==> config.mk <==
export PLATFORM = sky130hd
export DESIGN_NAME = regfile_multiport_flat
export DESIGN_NICKNAME = d
export VERILOG_FILES = /design/src/rtl/regfile_pkg.sv /design/src/rtl/regfile_multiport_if.sv /design/src/rtl/regfile_scrub_ctrl.sv /design/src/rtl/regfile_multiport.sv /design/src/flat_wrapper.sv
export SDC_FILE = /design/constraint.sdc
export NUM_CORES = 1
export LEC_CHECK = 0
export BUFFER_PORTS_ARGS = -buffer_cell sky130_fd_sc_hd__clkbuf_2
export CAP_MARGIN = 30
export CORE_MARGIN = 2
export CORE_UTILIZATION = 26
export DETAILED_ROUTE_END_ITERATION = 7
export PLACE_DENSITY = 0.39
export SYNTH_ARGS = -nofsm -noshare
export SYNTH_HDL_FRONTEND = slang
export SYNTH_SLANG_ARGS = --single-unit
==> constraint.sdc <==
create_clock -name clk -period 5.7 [get_ports clk]
set_input_delay 0.285 -clock clk [delete_from_list [all_inputs] [get_ports clk]]
set_output_delay 0.285 -clock clk [all_outputs]
set_load 0.01 [all_outputs]
==> src/rtl/regfile_pkg.sv <==
// regfile_pkg: shared types and constants for the multiport register file.
//   state_t      - scrub controller states (IDLE, CLEAR)
//   reg_addr_t   - default-width register index (5 bits)
//   reg_data_t   - default-width register data (32 bits)
//   REG_ZERO_IDX - index of the hardwired-zero register x0
package regfile_pkg;

   typedef enum logic {
      IDLE  = 1'b0,
      CLEAR = 1'b1
   } state_t;

   typedef logic [4:0]  reg_addr_t;
   typedef logic [31:0] reg_data_t;

   localparam int REG_ZERO_IDX = 0;

endpackage : regfile_pkg

==> src/rtl/regfile_multiport_if.sv <==
// regfile_multiport_if: bus between decode/writeback (master) and the
// register file (slave).
//   we, waddr, wdata - single synchronous write port
//   raddr / rdata    - READ_PORTS packed read ports, port i at slice i
//   a0               - mirror of register A0_INDEX
//   busy             - scrub in progress, writes are dropped
interface regfile_multiport_if #(
   parameter int ADDRESS_WIDTH = 5,
   parameter int DATA_WIDTH    = 32,
   parameter int READ_PORTS    = 2
);

   logic                               we;
   logic [ADDRESS_WIDTH-1:0]           waddr;
   logic [DATA_WIDTH-1:0]              wdata;
   logic [READ_PORTS*ADDRESS_WIDTH-1:0] raddr;
   logic [READ_PORTS*DATA_WIDTH-1:0]    rdata;
   logic [DATA_WIDTH-1:0]              a0;
   logic                               busy;

   modport master (
      output we, waddr, wdata, raddr,
      input  rdata, a0, busy
   );

   modport slave (
      input  we, waddr, wdata, raddr,
      output rdata, a0, busy
   );

endinterface : regfile_multiport_if

==> src/rtl/regfile_scrub_ctrl.sv <==
// regfile_scrub_ctrl: reset-triggered scrub engine for the register file.
// After reset is released it walks scrub_idx from 0 to depth-1, asserting
// scrub_we each cycle so the top level writes zero to that entry.
//   clk, rst   - clock and synchronous active-high reset
//   busy       - high while scrubbing and while rst is held
//   scrub_we   - write-zero strobe for entry scrub_idx
//   scrub_idx  - entry being cleared this cycle
module regfile_scrub_ctrl
   import regfile_pkg::*;
#(
   parameter int ADDRESS_WIDTH = 5
) (
   input  logic                     clk,
   input  logic                     rst,
   output logic                     busy,
   output logic                     scrub_we,
   output logic [ADDRESS_WIDTH-1:0] scrub_idx
);

   localparam logic [ADDRESS_WIDTH-1:0] LAST_IDX = {ADDRESS_WIDTH{1'b1}};

   state_t                   state_q, state_d;
   logic [ADDRESS_WIDTH-1:0] idx_q, idx_d;

   // State register; reset restarts the scrub from entry 0 even mid-scrub.
   always_ff @(posedge clk) begin
      if (rst) begin
         state_q <= CLEAR;
         idx_q   <= '0;
      end else begin
         state_q <= state_d;
         idx_q   <= idx_d;
      end
   end

   // Next-state logic.
   always_comb begin
      state_d = state_q;
      idx_d   = idx_q;
      case (state_q)
         CLEAR: begin
            idx_d = idx_q + 1'b1;
            if (idx_q == LAST_IDX) begin
               state_d = IDLE;
            end
         end
         default: begin
            state_d = IDLE;
         end
      endcase
   end

   // Outputs. busy also covers the reset cycles themselves so a write
   // coinciding with rst is discarded; no entry is cleared while rst is held.
   always_comb begin
      busy     = rst || (state_q == CLEAR);
      scrub_we = !rst && (state_q == CLEAR);
   end

   assign scrub_idx = idx_q;

endmodule : regfile_scrub_ctrl

==> src/rtl/regfile_multiport.sv <==
// regfile_multiport: RISC-V integer register file with READ_PORTS
// combinational read ports, one synchronous write port and x0 hardwired to 0.
// A scrub engine clears every entry after reset; busy blocks port writes.
//   clk, rst - clock and synchronous active-high reset
//   bus      - regfile_multiport_if.slave (we/waddr/wdata, raddr/rdata, a0, busy)
// Optional: define REGFILE_BYPASS_EN for same-cycle write-to-read forwarding.
module regfile_multiport
   import regfile_pkg::*;
#(
   parameter int ADDRESS_WIDTH = 5,
   parameter int DATA_WIDTH    = 32,
   parameter int READ_PORTS    = 2,
   parameter int A0_INDEX      = 10
) (
   input  logic                 clk,
   input  logic                 rst,
   regfile_multiport_if.slave   bus
);

   localparam int                       DEPTH    = 2 ** ADDRESS_WIDTH;
   localparam logic [ADDRESS_WIDTH-1:0] ZERO_IDX = ADDRESS_WIDTH'(REG_ZERO_IDX);
   localparam logic [ADDRESS_WIDTH-1:0] A0_IDX   = ADDRESS_WIDTH'(A0_INDEX);

   logic [DATA_WIDTH-1:0]    mem_q [DEPTH];
   logic                     busy;
   logic                     scrub_we;
   logic [ADDRESS_WIDTH-1:0] scrub_idx;
   logic                     port_we;

   regfile_scrub_ctrl #(
      .ADDRESS_WIDTH (ADDRESS_WIDTH)
   ) u_scrub (
      .clk       (clk),
      .rst       (rst),
      .busy      (busy),
      .scrub_we  (scrub_we),
      .scrub_idx (scrub_idx)
   );

   // Port writes are dropped (not queued) while busy; x0 writes are dropped.
   always_comb begin
      port_we = bus.we && !busy && (bus.waddr != ZERO_IDX);
   end

   // Storage: the scrub and the write port never overlap because busy
   // gates the port, so the mux priority only matters for clarity.
   always_ff @(posedge clk) begin
      if (scrub_we) begin
         mem_q[scrub_idx] <= '0;
      end else if (port_we) begin
         mem_q[bus.waddr] <= bus.wdata;
      end
   end

   assign bus.busy = busy;
   assign bus.a0   = mem_q[A0_IDX];

   for (genvar gi = 0; gi < READ_PORTS; gi++) begin : g_read
      logic [ADDRESS_WIDTH-1:0] ra;
      logic [DATA_WIDTH-1:0]    rd;

      assign ra = bus.raddr[gi*ADDRESS_WIDTH +: ADDRESS_WIDTH];

      always_comb begin
         rd = mem_q[ra];
`ifdef REGFILE_BYPASS_EN
         // port_we already excludes busy and x0, matching the forwarding rule.
         if (port_we && (ra == bus.waddr)) begin
            rd = bus.wdata;
         end
`endif
         // x0 reads zero regardless of what the scrub left in entry 0.
         if (ra == ZERO_IDX) begin
            rd = '0;
         end
      end

      assign bus.rdata[gi*DATA_WIDTH +: DATA_WIDTH] = rd;
   end

endmodule : regfile_multiport
==> src/flat_wrapper.sv <==
// flat-port wrapper written by rule: the top's interface ports become plain ports
module regfile_multiport_flat import regfile_pkg::*;
#(
   parameter int ADDRESS_WIDTH = 5,
   parameter int DATA_WIDTH    = 32,
   parameter int READ_PORTS    = 2,
   parameter int A0_INDEX      = 10
)
  (clk, rst, bus_we, bus_waddr, bus_wdata, bus_raddr, bus_rdata, bus_a0, bus_busy);
  regfile_multiport_if #(.ADDRESS_WIDTH(ADDRESS_WIDTH), .DATA_WIDTH(DATA_WIDTH), .READ_PORTS(READ_PORTS)) bus_i ();
  input  logic clk;
  input  logic rst;
  input wire logic [$bits(bus_i.we)-1:0] bus_we;
  input wire logic [$bits(bus_i.waddr)-1:0] bus_waddr;
  input wire logic [$bits(bus_i.wdata)-1:0] bus_wdata;
  input wire logic [$bits(bus_i.raddr)-1:0] bus_raddr;
  output wire logic [$bits(bus_i.rdata)-1:0] bus_rdata;
  output wire logic [$bits(bus_i.a0)-1:0] bus_a0;
  output wire logic [$bits(bus_i.busy)-1:0] bus_busy;
  assign bus_i.we = bus_we;
  assign bus_i.waddr = bus_waddr;
  assign bus_i.wdata = bus_wdata;
  assign bus_i.raddr = bus_raddr;
  assign bus_rdata = bus_i.rdata;
  assign bus_a0 = bus_i.a0;
  assign bus_busy = bus_i.busy;
  regfile_multiport #(.ADDRESS_WIDTH(ADDRESS_WIDTH), .DATA_WIDTH(DATA_WIDTH), .READ_PORTS(READ_PORTS), .A0_INDEX(A0_INDEX)) u_core (.clk(clk), .rst(rst), .bus(bus_i));
endmodule
==> results_dict.tcl <==
set metrics [dict create \
    clk_path_buf_depth 3 \
    ant_nets 0 \
    die_h_um 432.1 \
    h-tree-depth 3 \
    rr_worst_depth 5 \
    seq_power_share 0.482 \
    cts_tree "yes" \
    ys_top_cells_by_area "edfxtp_1, mux4_2, mux2i_1" \
    p_sw_mw 4.051 \
    synth_warnings 0 \
    grt_max_degree 82 \
    totalWireLength_um 185700 \
    fillCellCount 17670 \
    area_growth_pct 18.07 \
    setup_tns_ns 0 \
    synthArstFlopShare 0 \
    rr_endpoint "u_core.mem_q[2][20]" \
    cts_root_buffer "clkbuf_16" \
    startpoint_type "primary input" \
    tightest_slew_ns 1.044 \
    portBuffers 146 \
    die_w_um 432.1 \
    routedWlPerCell_um 35.79 \
    cts_buffers 119 \
    p_int_mw 13.15 \
    fmax_mhz 256.4 \
    synth_fp_nets 2519 \
    core_mm2 0.1827 \
    synth-edff-count 1024 \
    power_frac_comb 0.079 \
    yosys.area.top_type_share 0.6452 \
    post-route-period-util 0.6842 \
    vias_per_cell 5.402 \
    netlist_area_mm2 0.04766 \
    syn_inst 2467 \
    switching_share 0.2355 \
    finalClockSkew_ns 0.02988 \
    place_hpwl_um 115200 \
    grt_pass1_wl_um 251600 \
    rsz0062_at_grt "false" \
    slew_headroom 0.2859 \
    cts-resized-gates 0 \
    clk_pin_slew_ns 0.06 \
    synth_cell_types 51 \
    worst_ep_arrival_time_ns 3.62 \
    dr.first_iter.drc_count 3549 \
    crit_fanout 53 \
    cts_hold_buf 4 \
    first_pass_iters 6 \
    ys_ff_latch 1030 \
    status "completed" \
    synth.largest_area_cell "edfxtp_1" \
    grt-ovfl-total 0 \
    io_pins 147 \
    fin_crit_ns 3.900 \
    num_rows 157 \
    remaining_drc_errors 0 \
    via_count 28030 \
    seq_area_frac_synth 0.6478 \
    post-place-ws_ns 1.800 \
    endpoint_kind "output pin" \
    rrSetupSlack_ns 1.98 \
    setup_violations 0 \
    crit_start "bus_raddr[0]" \
    antenna_found_initial 11 \
    report.final.slew_viol_count 0 \
    place_congestion 0.8007 \
    hp-class "in -> reg" \
    synth_flop_cell "edfxtp_1" \
    post_cts_buffers 0 \
    syn_area_per_cell_um2 19.32 \
    leakage_nw 17.03 \
    clk_latency_ns 0.76 \
    timing.rr.start "u_core.u_scrub.state_q" \
    start_util 0.2609 \
    critPathKind "in -> out" \
    drv_cap 0 \
    nNetsFinal 2742 \
    finalWorstSetupSlack_ns 1.800 \
    critPathRequiredTime_ns 5.41 \
    fin_util 0.3080 \
    drive_gt1_frac 0.3502 \
    ir_worst_vdd_mv 0.2417 \
    p_per_area_mw_per_mm2 305.7 \
    finalHoldViolCount 0 \
    die-area_mm2 0.1867 \
    clkPwrFrac 0.439 \
    grt_use_total 0.1969 \
    endpoint "bus_rdata[26]" \
    grt_pass1_vias 29290 \
    clock-sinks 1030 \
]
## flip-flops by register name (all words and copies together) (netlist names)
register / flops
u_core.mem_q: 1024
u_core.u_scrub.scrub_idx: 5
u_core.u_scrub.state_q: 1
## power by group through the flow
stage                     Combinational [mW]  Clock, mW  Sequential [mW]
after detailed placement                1.37          0             8.44
after global placement                  1.36          0             8.44
final                                   1.35       7.56             8.29
after global routing                    1.42       8.02             8.29
after CTS                               1.38       7.76             8.28
after floorplan                        0.775          0             8.44
## cell usage after synthesis, types with 6 or more instances
cell type,count
buf_6,6
a21oi_1,29
buf_4,20
nor3_1,48
a221oi_1,23
dfxtp_1,6
a22o_1,70
a211oi_1,48
edfxtp_1,1024
and2_1,34
buf_2,67
o22ai_1,59
nand2_1,6
mux4_2,425
buf_1,15
a211o_1,25
mux2i_1,216
nor4_1,10
inv_1,31
mux2_2,24
nor2b_1,20
a2111oi_0,31
nor2_1,54
o221ai_1,31
clkbuf_1,98
## stage by stage
stage / std cells / hold WS (ns) / power [mW] / area, um2
6_report: 5188 / 0.08362 / 17.20 / 56270
4_1_cts: 5172 / 0.04117 / 17.42 / 56180
5_1_grt: 5184 / 0.06217 / 17.73 / 56260
3_5_place_dp: 4947 / 0.5921 / 9.817 / 52310
2_1_floorplan: 2467 / 0.5306 / 9.212 / 47660
3_3_place_gp: 4921 / 0.5643 / 9.798 / 51810
## critical path: stages
cell,delay (ns)
buf_8,0.50
buf_4,0.43
mux4_2,0.55
a22o_1,0.25
a2111oi_0,0.76
nor3_1,0.29
buf_4,0.25
clkbuf_2,0.15
## cells in the final DEF, fill, tap and decap left out, types with 35 or more instances in the layout
master / count
nor3_1: 39
nor2_1: 35
edfxtp_1: 1024
buf_4: 129
a22o_1: 70
clkbuf_16: 122
mux4_2: 425
o22ai_1: 59
clkbuf_2: 139
a211oi_1: 47
mux2i_1: 216
## cell type report
class	instances	area (um2)	share of cell area
diodes	13	32.53	0.0005782
clock buffers	146	3122	0.05548
clock inverters	75	703.2	0.01250
inverters	31	116.4	0.002068
multi-input cells	1200	16000	0.2844
flip-flops and latches	1030	30870	0.5486
well taps	2385	2984	0.05303
repair buffers	308	2436	0.04329
## worst min path at each step
stage	startpoint	endpoint	depth (start not counted)
final	bus_wdata[7]	u_core.mem_q[28][7]	2
after CTS	bus_wdata[7]	u_core.mem_q[24][7]	2
after detailed placement	u_core.u_scrub.scrub_idx[1]	u_core.u_scrub.scrub_idx[1]	2
after global routing	bus_wdata[18]	u_core.mem_q[10][18]	2
after global placement	u_core.u_scrub.scrub_idx[1]	u_core.u_scrub.scrub_idx[1]	2
after floorplan	u_core.u_scrub.scrub_idx[1]	u_core.u_scrub.scrub_idx[1]	2
## layer usage
metal	vias to the layer above	wire length, um	global-route usage
met5	-	10	0
met4	2	5219	0.05411
met3	234	10550	0.02751
met2	1190	90170	0.3257
met1	15430	79720	0.2700
li1	11170	-	-
## logic make-up after synthesis
group	synth area share
buffers and inverters	0.02295
AO/OA/AOI/OAI	0.05416
adder cells (fa/ha/maj)	0.0005250
AND/OR/NAND/NOR	0.02216
flip-flops	0.6478
XOR/XNOR	0.0005515
multiplexers	0.2519
No activity file was read; power rests on OpenSTA's default activity.
